==> src/rtl/fpu_arbiter_if.sv <==
// Bundle of requester-side and FPU-side handshake signals around the FPU arbiter.
// The slave modport is the arbiter's view; master is the cores-plus-FPU environment.
interface fpu_arbiter_if #(
  parameter int DATA_W = 32,
  parameter int OPE_W  = 4
);
  // requester 0
  logic [OPE_W-1:0]  r0_ope;
  logic [DATA_W-1:0] r0_in1;
  logic [DATA_W-1:0] r0_in2;
  logic              r0_in_vld;
  logic              r0_in_rdy;
  logic [DATA_W-1:0] r0_out_data;
  logic [2:0]        r0_out_err;
  logic              r0_out_vld;
  logic              r0_out_rdy;
  // requester 1
  logic [OPE_W-1:0]  r1_ope;
  logic [DATA_W-1:0] r1_in1;
  logic [DATA_W-1:0] r1_in2;
  logic              r1_in_vld;
  logic              r1_in_rdy;
  logic [DATA_W-1:0] r1_out_data;
  logic [2:0]        r1_out_err;
  logic              r1_out_vld;
  logic              r1_out_rdy;
  // shared FPU
  logic [OPE_W-1:0]  f_ope_data;
  logic [DATA_W-1:0] f_in1_data;
  logic [DATA_W-1:0] f_in2_data;
  logic              f_in_vld;
  logic              f_in_rdy;
  logic [DATA_W-1:0] f_out_data;
  logic              f_out_vld;
  logic              f_out_rdy;
  logic [2:0]        f_err;

  modport slave (
    input  r0_ope, r0_in1, r0_in2, r0_in_vld, r0_out_rdy,
    input  r1_ope, r1_in1, r1_in2, r1_in_vld, r1_out_rdy,
    output r0_in_rdy, r0_out_data, r0_out_err, r0_out_vld,
    output r1_in_rdy, r1_out_data, r1_out_err, r1_out_vld,
    output f_ope_data, f_in1_data, f_in2_data, f_in_vld, f_out_rdy,
    input  f_in_rdy, f_out_data, f_out_vld, f_err
  );

  modport master (
    output r0_ope, r0_in1, r0_in2, r0_in_vld, r0_out_rdy,
    output r1_ope, r1_in1, r1_in2, r1_in_vld, r1_out_rdy,
    input  r0_in_rdy, r0_out_data, r0_out_err, r0_out_vld,
    input  r1_in_rdy, r1_out_data, r1_out_err, r1_out_vld,
    input  f_ope_data, f_in1_data, f_in2_data, f_in_vld, f_out_rdy,
    output f_in_rdy, f_out_data, f_out_vld, f_err
  );
endinterface

==> src/rtl/fpu_arbiter.sv <==
// Round-robin arbiter sharing one FPU between two requesters, one op in flight,
// with a per-op watchdog that returns an error result if the FPU hangs.
module fpu_arbiter #(
  parameter int DATA_W  = 32,
  parameter int OPE_W   = 4,
  parameter int TIMEOUT = 1024
) (
  input  logic              clk,
  input  logic              rstn,
  fpu_arbiter_if.slave      bus,
  input  logic              err_clr,
  output logic [3:0]        arb_err
);
  localparam int                WDOG_W    = $clog2(TIMEOUT);
  localparam logic [WDOG_W-1:0] WDOG_LAST = WDOG_W'(TIMEOUT - 1);

  typedef enum logic [1:0] {IDLE, ISSUE, WAIT, RESP} state_e;

  state_e            state_q, state_d;
  logic              last_q, last_d;
  logic              owner_q, owner_d;
  logic [OPE_W-1:0]  f_ope_q, f_ope_d;
  logic [DATA_W-1:0] f_in1_q, f_in1_d;
  logic [DATA_W-1:0] f_in2_q, f_in2_d;
  logic              f_in_vld_q, f_in_vld_d;
  logic              f_out_rdy_q, f_out_rdy_d;
  logic [DATA_W-1:0] out_data_q [2];
  logic [DATA_W-1:0] out_data_d [2];
  logic [2:0]        out_err_q [2];
  logic [2:0]        out_err_d [2];
  logic [1:0]        out_vld_q, out_vld_d;
  logic [3:0]        arb_err_q, arb_err_d;
  logic [WDOG_W-1:0] wdog_q, wdog_d;

  logic [1:0]        req_vld, in_rdy, out_rdy;
  logic              grant, grant_vld, accept;
  logic              f_in_hs, f_out_hs, expire, abort, owner_rdy;
  logic [OPE_W-1:0]  req_ope;
  logic [DATA_W-1:0] req_in1, req_in2;

  assign req_vld = {bus.r1_in_vld, bus.r0_in_vld};
  assign out_rdy = {bus.r1_out_rdy, bus.r0_out_rdy};

  // With both requesting, the one that did not own the previous op wins.
  always_comb begin
    grant_vld = |req_vld;
    grant     = (req_vld == 2'b11) ? ~last_q : req_vld[1];
  end

  assign in_rdy    = (state_q == IDLE && grant_vld) ? (grant ? 2'b10 : 2'b01) : 2'b00;
  assign accept    = |(in_rdy & req_vld);
  assign req_ope   = grant ? bus.r1_ope : bus.r0_ope;
  assign req_in1   = grant ? bus.r1_in1 : bus.r0_in1;
  assign req_in2   = grant ? bus.r1_in2 : bus.r0_in2;
  assign f_in_hs   = f_in_vld_q & bus.f_in_rdy;
  assign f_out_hs  = bus.f_out_vld & f_out_rdy_q;
  assign expire    = (wdog_q == WDOG_LAST);
  assign owner_rdy = out_rdy[owner_q];

  // A handshake landing on the expiry cycle takes the normal path.
  assign abort = expire && ((state_q == ISSUE && !f_in_hs) || (state_q == WAIT && !f_out_hs));

  // State register.
  // NOTE: sequential state uses non-blocking assignments so every flop samples pre-edge values.
  always_ff @(posedge clk) begin
    if (!rstn) state_q <= IDLE;
    else       state_q <= state_d;
  end

  // Next-state logic.
  // NOTE: every comb output gets a default first, so no path can infer a latch.
  always_comb begin
    state_d = state_q;
    unique case (state_q)
      IDLE:    if (accept) state_d = ISSUE;
      ISSUE:   if (f_in_hs) state_d = WAIT;
               else if (abort) state_d = RESP;
      WAIT:    if (f_out_hs || abort) state_d = RESP;
      RESP:    if (owner_rdy) state_d = IDLE;
      default: state_d = IDLE;
    endcase
  end

  // Output / datapath next values.
  always_comb begin
    last_d      = last_q;
    owner_d     = owner_q;
    f_ope_d     = f_ope_q;
    f_in1_d     = f_in1_q;
    f_in2_d     = f_in2_q;
    f_in_vld_d  = f_in_vld_q;
    f_out_rdy_d = f_out_rdy_q;
    out_data_d  = out_data_q;
    out_err_d   = out_err_q;
    out_vld_d   = out_vld_q;
    wdog_d      = wdog_q;
    arb_err_d   = err_clr ? 4'b0000 : arb_err_q;

    unique case (state_q)
      IDLE: begin
        if (accept) begin
          f_ope_d    = req_ope;
          f_in1_d    = req_in1;
          f_in2_d    = req_in2;
          owner_d    = grant;
          f_in_vld_d = 1'b1;
          wdog_d     = '0;
        end
      end
      ISSUE: begin
        wdog_d = wdog_q + 1'b1;
        if (f_in_hs) begin
          f_in_vld_d  = 1'b0;
          f_out_rdy_d = 1'b1;
        end
      end
      WAIT: begin
        wdog_d = wdog_q + 1'b1;
        if (f_out_hs) begin
          f_out_rdy_d         = 1'b0;
          out_data_d[owner_q] = bus.f_out_data;
          out_err_d[owner_q]  = bus.f_err;
          out_vld_d[owner_q]  = 1'b1;
          arb_err_d[2:0]      = arb_err_d[2:0] | bus.f_err;
        end
      end
      RESP: begin
        if (owner_rdy) begin
          out_vld_d[owner_q] = 1'b0;
          last_d             = owner_q;
        end
      end
      default: ;
    endcase

    // Watchdog abort: return a zero result flagged 111 to the owner.
    if (abort) begin
      f_in_vld_d          = 1'b0;
      f_out_rdy_d         = 1'b0;
      out_data_d[owner_q] = '0;
      out_err_d[owner_q]  = 3'b111;
      out_vld_d[owner_q]  = 1'b1;
      arb_err_d[3]        = 1'b1;
    end
  end

  // NOTE: result registers are reset too, so a requester never sees stale data after reset.
  always_ff @(posedge clk) begin
    if (!rstn) begin
      last_q        <= 1'b1;
      owner_q       <= 1'b0;
      f_ope_q       <= '0;
      f_in1_q       <= '0;
      f_in2_q       <= '0;
      f_in_vld_q    <= 1'b0;
      f_out_rdy_q   <= 1'b0;
      out_data_q[0] <= '0;
      out_data_q[1] <= '0;
      out_err_q[0]  <= '0;
      out_err_q[1]  <= '0;
      out_vld_q     <= '0;
      arb_err_q     <= '0;
      wdog_q        <= '0;
    end else begin
      last_q      <= last_d;
      owner_q     <= owner_d;
      f_ope_q     <= f_ope_d;
      f_in1_q     <= f_in1_d;
      f_in2_q     <= f_in2_d;
      f_in_vld_q  <= f_in_vld_d;
      f_out_rdy_q <= f_out_rdy_d;
      out_data_q  <= out_data_d;
      out_err_q   <= out_err_d;
      out_vld_q   <= out_vld_d;
      arb_err_q   <= arb_err_d;
      wdog_q      <= wdog_d;
    end
  end

  assign bus.r0_in_rdy   = in_rdy[0];
  assign bus.r1_in_rdy   = in_rdy[1];
  assign bus.r0_out_data = out_data_q[0];
  assign bus.r1_out_data = out_data_q[1];
  assign bus.r0_out_err  = out_err_q[0];
  assign bus.r1_out_err  = out_err_q[1];
  assign bus.r0_out_vld  = out_vld_q[0];
  assign bus.r1_out_vld  = out_vld_q[1];
  assign bus.f_ope_data  = f_ope_q;
  assign bus.f_in1_data  = f_in1_q;
  assign bus.f_in2_data  = f_in2_q;
  assign bus.f_in_vld    = f_in_vld_q;
  assign bus.f_out_rdy   = f_out_rdy_q;
  assign arb_err         = arb_err_q;
endmodule
==> src/flat_wrapper.sv <==
// flat-port wrapper written by rule: the top's interface ports become plain ports
module fpu_arbiter_flat 
#(
  parameter int DATA_W  = 32,
  parameter int OPE_W   = 4,
  parameter int TIMEOUT = 1024
)
  (clk, rstn, err_clr, arb_err, bus_r0_ope, bus_r0_in1, bus_r0_in2, bus_r0_in_vld, bus_r0_out_rdy, bus_r1_ope, bus_r1_in1, bus_r1_in2, bus_r1_in_vld, bus_r1_out_rdy, bus_r0_in_rdy, bus_r0_out_data, bus_r0_out_err, bus_r0_out_vld, bus_r1_in_rdy, bus_r1_out_data, bus_r1_out_err, bus_r1_out_vld, bus_f_ope_data, bus_f_in1_data, bus_f_in2_data, bus_f_in_vld, bus_f_out_rdy, bus_f_in_rdy, bus_f_out_data, bus_f_out_vld, bus_f_err);
  fpu_arbiter_if #(.DATA_W(DATA_W), .OPE_W(OPE_W)) bus_i ();
  input  logic clk;
  input  logic rstn;
  input  logic err_clr;
  output logic [3:0] arb_err;
  input wire logic [$bits(bus_i.r0_ope)-1:0] bus_r0_ope;
  input wire logic [$bits(bus_i.r0_in1)-1:0] bus_r0_in1;
  input wire logic [$bits(bus_i.r0_in2)-1:0] bus_r0_in2;
  input wire logic [$bits(bus_i.r0_in_vld)-1:0] bus_r0_in_vld;
  input wire logic [$bits(bus_i.r0_out_rdy)-1:0] bus_r0_out_rdy;
  input wire logic [$bits(bus_i.r1_ope)-1:0] bus_r1_ope;
  input wire logic [$bits(bus_i.r1_in1)-1:0] bus_r1_in1;
  input wire logic [$bits(bus_i.r1_in2)-1:0] bus_r1_in2;
  input wire logic [$bits(bus_i.r1_in_vld)-1:0] bus_r1_in_vld;
  input wire logic [$bits(bus_i.r1_out_rdy)-1:0] bus_r1_out_rdy;
  output wire logic [$bits(bus_i.r0_in_rdy)-1:0] bus_r0_in_rdy;
  output wire logic [$bits(bus_i.r0_out_data)-1:0] bus_r0_out_data;
  output wire logic [$bits(bus_i.r0_out_err)-1:0] bus_r0_out_err;
  output wire logic [$bits(bus_i.r0_out_vld)-1:0] bus_r0_out_vld;
  output wire logic [$bits(bus_i.r1_in_rdy)-1:0] bus_r1_in_rdy;
  output wire logic [$bits(bus_i.r1_out_data)-1:0] bus_r1_out_data;
  output wire logic [$bits(bus_i.r1_out_err)-1:0] bus_r1_out_err;
  output wire logic [$bits(bus_i.r1_out_vld)-1:0] bus_r1_out_vld;
  output wire logic [$bits(bus_i.f_ope_data)-1:0] bus_f_ope_data;
  output wire logic [$bits(bus_i.f_in1_data)-1:0] bus_f_in1_data;
  output wire logic [$bits(bus_i.f_in2_data)-1:0] bus_f_in2_data;
  output wire logic [$bits(bus_i.f_in_vld)-1:0] bus_f_in_vld;
  output wire logic [$bits(bus_i.f_out_rdy)-1:0] bus_f_out_rdy;
  input wire logic [$bits(bus_i.f_in_rdy)-1:0] bus_f_in_rdy;
  input wire logic [$bits(bus_i.f_out_data)-1:0] bus_f_out_data;
  input wire logic [$bits(bus_i.f_out_vld)-1:0] bus_f_out_vld;
  input wire logic [$bits(bus_i.f_err)-1:0] bus_f_err;
  assign bus_i.r0_ope = bus_r0_ope;
  assign bus_i.r0_in1 = bus_r0_in1;
  assign bus_i.r0_in2 = bus_r0_in2;
  assign bus_i.r0_in_vld = bus_r0_in_vld;
  assign bus_i.r0_out_rdy = bus_r0_out_rdy;
  assign bus_i.r1_ope = bus_r1_ope;
  assign bus_i.r1_in1 = bus_r1_in1;
  assign bus_i.r1_in2 = bus_r1_in2;
  assign bus_i.r1_in_vld = bus_r1_in_vld;
  assign bus_i.r1_out_rdy = bus_r1_out_rdy;
  assign bus_r0_in_rdy = bus_i.r0_in_rdy;
  assign bus_r0_out_data = bus_i.r0_out_data;
  assign bus_r0_out_err = bus_i.r0_out_err;
  assign bus_r0_out_vld = bus_i.r0_out_vld;
  assign bus_r1_in_rdy = bus_i.r1_in_rdy;
  assign bus_r1_out_data = bus_i.r1_out_data;
  assign bus_r1_out_err = bus_i.r1_out_err;
  assign bus_r1_out_vld = bus_i.r1_out_vld;
  assign bus_f_ope_data = bus_i.f_ope_data;
  assign bus_f_in1_data = bus_i.f_in1_data;
  assign bus_f_in2_data = bus_i.f_in2_data;
  assign bus_f_in_vld = bus_i.f_in_vld;
  assign bus_f_out_rdy = bus_i.f_out_rdy;
  assign bus_i.f_in_rdy = bus_f_in_rdy;
  assign bus_i.f_out_data = bus_f_out_data;
  assign bus_i.f_out_vld = bus_f_out_vld;
  assign bus_i.f_err = bus_f_err;
  fpu_arbiter #(.DATA_W(DATA_W), .OPE_W(OPE_W), .TIMEOUT(TIMEOUT)) u_core (.clk(clk), .rstn(rstn), .bus(bus_i), .err_clr(err_clr), .arb_err(arb_err));
endmodule
==> config.mk <==
export PLATFORM = sky130hd
export DESIGN_NAME = fpu_arbiter_flat
export DESIGN_NICKNAME = d
export VERILOG_FILES = /design/src/rtl/fpu_arbiter_if.sv /design/src/rtl/fpu_arbiter.sv /design/src/flat_wrapper.sv
export SDC_FILE = /design/constraint.sdc
export NUM_CORES = 1
export LEC_CHECK = 0
export ABC_AREA = 0
export BUFFER_PORTS_ARGS = -buffer_cell sky130_fd_sc_hd__buf_4
export CELL_PAD_IN_SITES_DETAIL_PLACEMENT = 2
export CELL_PAD_IN_SITES_GLOBAL_PLACEMENT = 2
export CORE_UTILIZATION = 26
export CTS_BUF_LIST = sky130_fd_sc_hd__clkbuf_8
export CTS_CLUSTER_DIAMETER = 200
export DETAILED_ROUTE_END_ITERATION = 16
export HOLD_SLACK_MARGIN = 0.08
export PLACE_DENSITY = 0.86
export SETUP_SLACK_MARGIN = 0.02
export SLEW_MARGIN = 10
export SYNTH_ARGS = -nofsm -noshare
export SYNTH_HDL_FRONTEND = slang
export SYNTH_SLANG_ARGS = --single-unit
export TNS_END_PERCENT = 100
==> constraint.sdc <==
create_clock -name clk -period 2.6 [get_ports clk]
set_input_delay 0.39 -clock clk [delete_from_list [all_inputs] [get_ports clk]]
set_output_delay 0.39 -clock clk [all_outputs]
set_load 0.03 [all_outputs]
---- After elaboration in Yosys (flattened, before gate mapping) ----
Index checks and enable logic that the tools add are counted.
storage, ports and cells
  flip-flop bits (word level) ............. 160
  bits in latches ......................... 0
  ROM bits ................................ 0
  memory bits (writable) .................. 0
  input port bits ......................... 180
  memories ................................ 0
  logic and storage cells ................. 115
cells by class
  eq/ne operators ......................... 11
  shift-type cells ........................ 0
  bitwise logic cells ..................... 14
  $add $sub $neg .......................... 1
  reduce and logical (&&, ||, !) cells .... 25
  multiplexer cells ....................... 44
  order comparisons ....................... 4
  div/mod/pow operators ................... 0
  multiply operators ...................... 0
operators by type and width
  operator                                       number
  2-to-1 mux 64 bit                              3
  2-to-1 mux 32 bit                              3
  bitwise AND 64 bit                             1
  bitwise mux 64 bit                             1
  inverter 64 bit                                1
  demux 32 bit (select 1 bit)                    1
  2-to-1 mux 2 bit                               10
  case mux 10 bit (2 select lines)               1
  2-to-1 mux 6 bit                               3
  adder 10 x 1 -> 10 bit, second input constant  1
  equality test 10 bit, second input constant    1
  2-to-1 mux 10 bit                              1
  2-to-1 mux 1 bit                               9
  2-to-1 mux 3 bit                               3
  2-to-1 mux 4 bit                               2
  != test 2 x 1 -> 1 bit, second input constant  4
  case mux 2 bit (4 select lines)                1
  nonzero test 2 bit                             4
  OR reduction 2 bit                             4
  bitwise mux 6 bit                              1
  equality test 2 bit, second input constant     3
  logical AND 1 bit                              6
  bitwise OR 6 bit                               1
  AND reduction 2 bit                            3
  other kinds (23)                               31

---- Longest topological paths before layout ----
  depth after elaboration ................. 10
  depth in mapped cells ................... 7
  mapped depth without buffers ............ 6

---- Worst setup path before layout ----
OpenSTA, ideal clock, no wires.
  path kind ............................... flip-flop to flip-flop
  from .................................... register u_core.state_q[1]
  to ...................................... register u_core.wdog_q[7]
  setup slack ............................. 666 ps
  clock period less this slack ............ 1934 ps
  setup time .............................. 72 ps
  path buffers ............................ 1
  data required time ...................... 2528 ps
  arrival time ............................ 1862 ps
  stages on the path, launching flop included .. 8
  cell sequence ........................... dfxtp_1 inv_1 ha_1 buf_2 nor2_1 or4b_4 or3_1 a21oi_1
on the way
  longest elaborated chain between the ends .. 7
  elaborated cells between the ends (all ways) .. 12
  classes of those cells .................. 3 x eq/ne; 2 x mux; 1 x bitwise; 6 x reduce/logical
ends and longest elaborated chain
  item                              line                                  text
  start: declaration                fpu_arbiter.sv:19                     state_e state_q, state_d;
  start signal: assignment          fpu_arbiter.sv:67                     else state_q <= state_d;
  logical NOT 2 bit                 fpu_arbiter.sv:50, fpu_arbiter.sv:99
  logical AND 1 bit                 fpu_arbiter.sv:50                     assign in_rdy = (state_q == IDLE && grant_vld) ? (grant ? 2'b10 : 2'b01) : 2'b00;
  2-to-1 mux 2 bit                  fpu_arbiter.sv:50
  bitwise AND 2 bit                 fpu_arbiter.sv:51                     assign accept = |(in_rdy & req_vld);
  OR reduction 2 bit                fpu_arbiter.sv:51
  != test 2 x 1 -> 1 bit (no line)  -
  AND reduction 2 bit (no line)     -
  end signal: assignment            fpu_arbiter.sv:176                    wdog_q <= wdog_d;
  end: declaration                  fpu_arbiter.sv:33                     logic [WDOG_W-1:0] wdog_q, wdog_d;
Parallel ways exist; a longest one is shown, timed or not.
A chain may end at the register's enable or synchronous reset.

---- Final worst setup path ----
  from .................................... register u_core.state_q[1]
  to ...................................... register u_core.out_data_q (netlist bit u_core.bus.r1_out_data[1])
on the way
  longest elaborated chain between the ends .. 5
  elaborated cells between the ends (all ways) .. 9
  classes of those cells .................. 2 x eq/ne; 2 x mux; 1 x bitwise; 4 x reduce/logical
ends and longest elaborated chain
  item                                                                 line                                  text
  equality test 2 x 1 -> 1 bit or equality test 2 bit (tied branches)  fpu_arbiter.sv:61, fpu_arbiter.sv:99
  logical AND 1 bit                                                    fpu_arbiter.sv:61                     assign abort = expire && ((state_q == ISSUE && !f_in_hs) || (state_q == WAIT && !f_out_hs));
  logical OR 1 bit                                                     fpu_arbiter.sv:61
  logical AND 1 bit                                                    fpu_arbiter.sv:61
  2-to-1 mux 64 bit *                                                  fpu_arbiter.sv:137                    if (abort) begin
  end signal: assignment                                               fpu_arbiter.sv:172                    out_data_q <= out_data_d;
  end: declaration                                                     fpu_arbiter.sv:27                     logic [DATA_W-1:0] out_data_q [2];
Every way passes the cells marked *; elsewhere a longest branch is shown, timed or not.

==> flow_metrics.tcl <==
set metrics [dict create \
    rsz0062_at_grt "no" \
    p_leak_nw 4.118 \
    r2r_cells 7 \
    fin_crit_ns 2.316 \
    synth_top_cells_by_area "dfxtp_1 49%, mux2i_1 11%, a211oi_1 7.9%, nand2_1 7.8%, a21oi_1 6.0%" \
    p_per_area_nw_per_um2 849.3 \
    nNetsFinal 1225 \
    core.rowCount 57 \
    cts_setup_buffers 0 \
    syn_area_per_cell_um2 9.001 \
    worstHoldPathType "in2reg" \
    start_kind "flop" \
    synthArstFlopShare_pct 0 \
    setup_tns_ns 0 \
    synth_flop_cell "dfxtp_1" \
    drive_gt1_share_pct 37.83 \
    clkSinkCount 160 \
    worstPathArrival_ns 2.63 \
    hold_viol_final 0 \
    drtAntennaViolNets 0 \
    drt-pass1-iter-count 4 \
    seq_area_frac_synth_pct 48.88 \
    netlist_area_um2 6553 \
    routed_wl_um 25160 \
    synth_top_area_cell "dfxtp_1" \
    numPortBuffers 327 \
    ys.warnings.count 0 \
    total_power_w 0.008275 \
    hold_start "bus_f_in_rdy" \
    antenna_found_initial 0 \
    die_h_um 160.8 \
    drt_iter0_drc 203 \
    cts_buffers 17 \
    rr_endpoint "u_core.bus.r1_out_data[1]" \
    min_delay_path_depth 2 \
    max_slew_margin_pct 55.80 \
    die_x_um 160.8 \
    diodes 0 \
    cap_violations 0 \
    htree_levels 4 \
    reg2reg_from "u_core.state_q[1]" \
    fp.dieArea_um2 25840 \
    wire_per_inst_um 18.28 \
    fin_crit_sh_pct 89.06 \
    overflow 0 \
    grt_pass1_vias 7163 \
    rrSetupSlack_ns 0.28 \
    required_ns 2.92 \
    drc 0 \
    worstMarginPinSlew_ns 0.6560 \
    cts_resized 0 \
    final-seq-area_um2 3203 \
    ir_drop_uv 349.5 \
    fill_cells 2786 \
    fmax_mhz 431.9 \
    critPathCaptureType "flop" \
    synth.top_cell.area_share_pct 48.88 \
    dp_hpwl_um 19480 \
    ys_seq_elements 160 \
    synth_cell_types 44 \
    coreArea_um2 24530 \
    syn_inst 728 \
    cts.root.buffer_cell "clkbuf_8" \
    crit_fanout 31 \
    clk_latency_ns 0.45 \
    io_pins 328 \
    clk_path_buf_depth 2 \
    synth_nets 914 \
    ctsHoldBuffers 0 \
    drv_slew 0 \
    track_usage_pct 19.11 \
    path_clk_slew_ns 0.09 \
    grt_max_degree 70 \
    viasPerCell 4.773 \
    crit_type "reg2reg" \
    multi_input_area_um2 3074 \
    layout_commonest_cell "buf_4" \
    vias 6567 \
    initial_core_util_pct 26.71 \
    hold_path_end "u_core.bus.f_in_vld" \
    startpoint "u_core.state_q[1]" \
    area_growth_pct 48.69 \
    setup_violations 0 \
    skew_ns 0.01959 \
    grt_first_pass_wirelength_um 38700 \
    cts_tree "built" \
    synth-edff-count 0 \
    place_congestion 0.7912 \
    outcome "finished, final reports clean" \
    final_cell_mix "340 x buf_4, 160 x dfxtp_1, 137 x nand2_1" \
]
==> sequential cells by signal, indices dropped and copies added (netlist names), named ones only <==
register and flops:
u_core.arb_err 4, u_core.bus.r1_out_err 2, u_core.wdog_q 10, u_core.bus.r0_out_err 3
u_core.bus.r0_out_data 32, u_core.out_vld_q 2, u_core.last_q 1, u_core.bus.f_out_rdy 1
u_core.state_q 2, u_core.bus.f_in1_data 32, u_core.bus.f_in2_data 32, u_core.bus.r1_out_data 31
u_core.bus.f_ope_data 4, u_core.bus.f_in_vld 1, u_core.owner_q 1
==> worst max-delay path by stage <==
stage / endpoint
global route: u_core.bus.r1_out_data[4]
floorplan: u_core.wdog_q[7]
CTS: u_core.bus.r1_out_data[4]
detailed placement: u_core.bus.r1_out_data[2]
finish: u_core.bus.r1_out_data[1]
global placement: u_core.bus.r1_out_data[30]
==> power breakdown <==
group	internal, W	switching [W]
clock network	0.000828	0.00103
registers	0.00285	0.000236
logic	0.00127	0.00206
total	0.00494	0.00333
==> per-stage QoR <==
step	hold slack [ns]	instance area, µm²	setup slack, ns	util (%)	instances
2_1_floorplan	0.4536	6553	0.6661	-	728
3_3_place_gp	0.4434	9354	0.4237	38.13	1344
3_5_place_dp	0.4519	9354	0.2631	38.13	1344
4_1_cts	0.1133	9743	0.2583	39.71	1376
5_1_grt	0.1235	9743	0.09443	39.71	1376
6_report	0.1560	9743	0.2844	39.71	1376
==> cell type report <==
type                    count  area share [%]
multi-input cells         510           31.55
well taps                 324           4.161
inverters                   5          0.1926
clock inverters            13           1.310
clock buffers              19           2.684
flip-flops and latches    160           32.88
repair buffers            345           27.22
==> cell usage after synthesis, types with 2 or more instances <==
master,number
nor4b_1,2
o21ai_4,2
nand3_1,5
and3_1,2
a21boi_0,3
buf_4,7
mux2i_1,70
o221a_2,6
inv_1,4
nand4_1,3
o21a_1,3
ha_1,6
or3_1,4
clkbuf_1,26
and2_1,2
xnor2_1,2
xor2_1,2
a311oi_1,2
nand2_1,137
nor2b_1,3
a211oi_1,69
nor2_1,83
buf_6,6
a21oi_1,79
buf_1,6
o31a_1,2
buf_2,8
dfxtp_1,160
o21ai_0,9
==> worst max-delay path, cell delays in order (launching register included) <==
cell	delay, ns
dfxtp_1	0.36
inv_1	0.13
ha_1	0.21
a21boi_0	0.52
o2111ai_4	0.33
o21ai_4	0.20
buf_4	0.34
a21oi_1	0.08
==> cell families after synthesis <==
kind of cell | after synthesis | share of synthesized area, %
XOR/XNOR | 4 | 0.5348
flip-flops | 160 | 48.88
buffers and inverters | 58 | 4.563
AO/OA/AOI/OAI | 180 | 18.24
multiplexers | 70 | 10.69
AND/OR/NAND/NOR | 250 | 15.94
adder cells (fa/ha/maj) | 6 | 1.146
==> routing by layer <==
| metal | up-vias | routed length [µm] | GRT usage [%] |
|---|---|---|---|
| met5 | - | 0 | 0 |
| met2 | 242 | 12730 | 34.75 |
| met1 | 3166 | 10240 | 21.55 |
| met4 | 0 | 238 | 4.631 |
| met3 | 12 | 1950 | 5.992 |
| li1 | 3147 | - | - |
(Power assumes the default switching activity.)
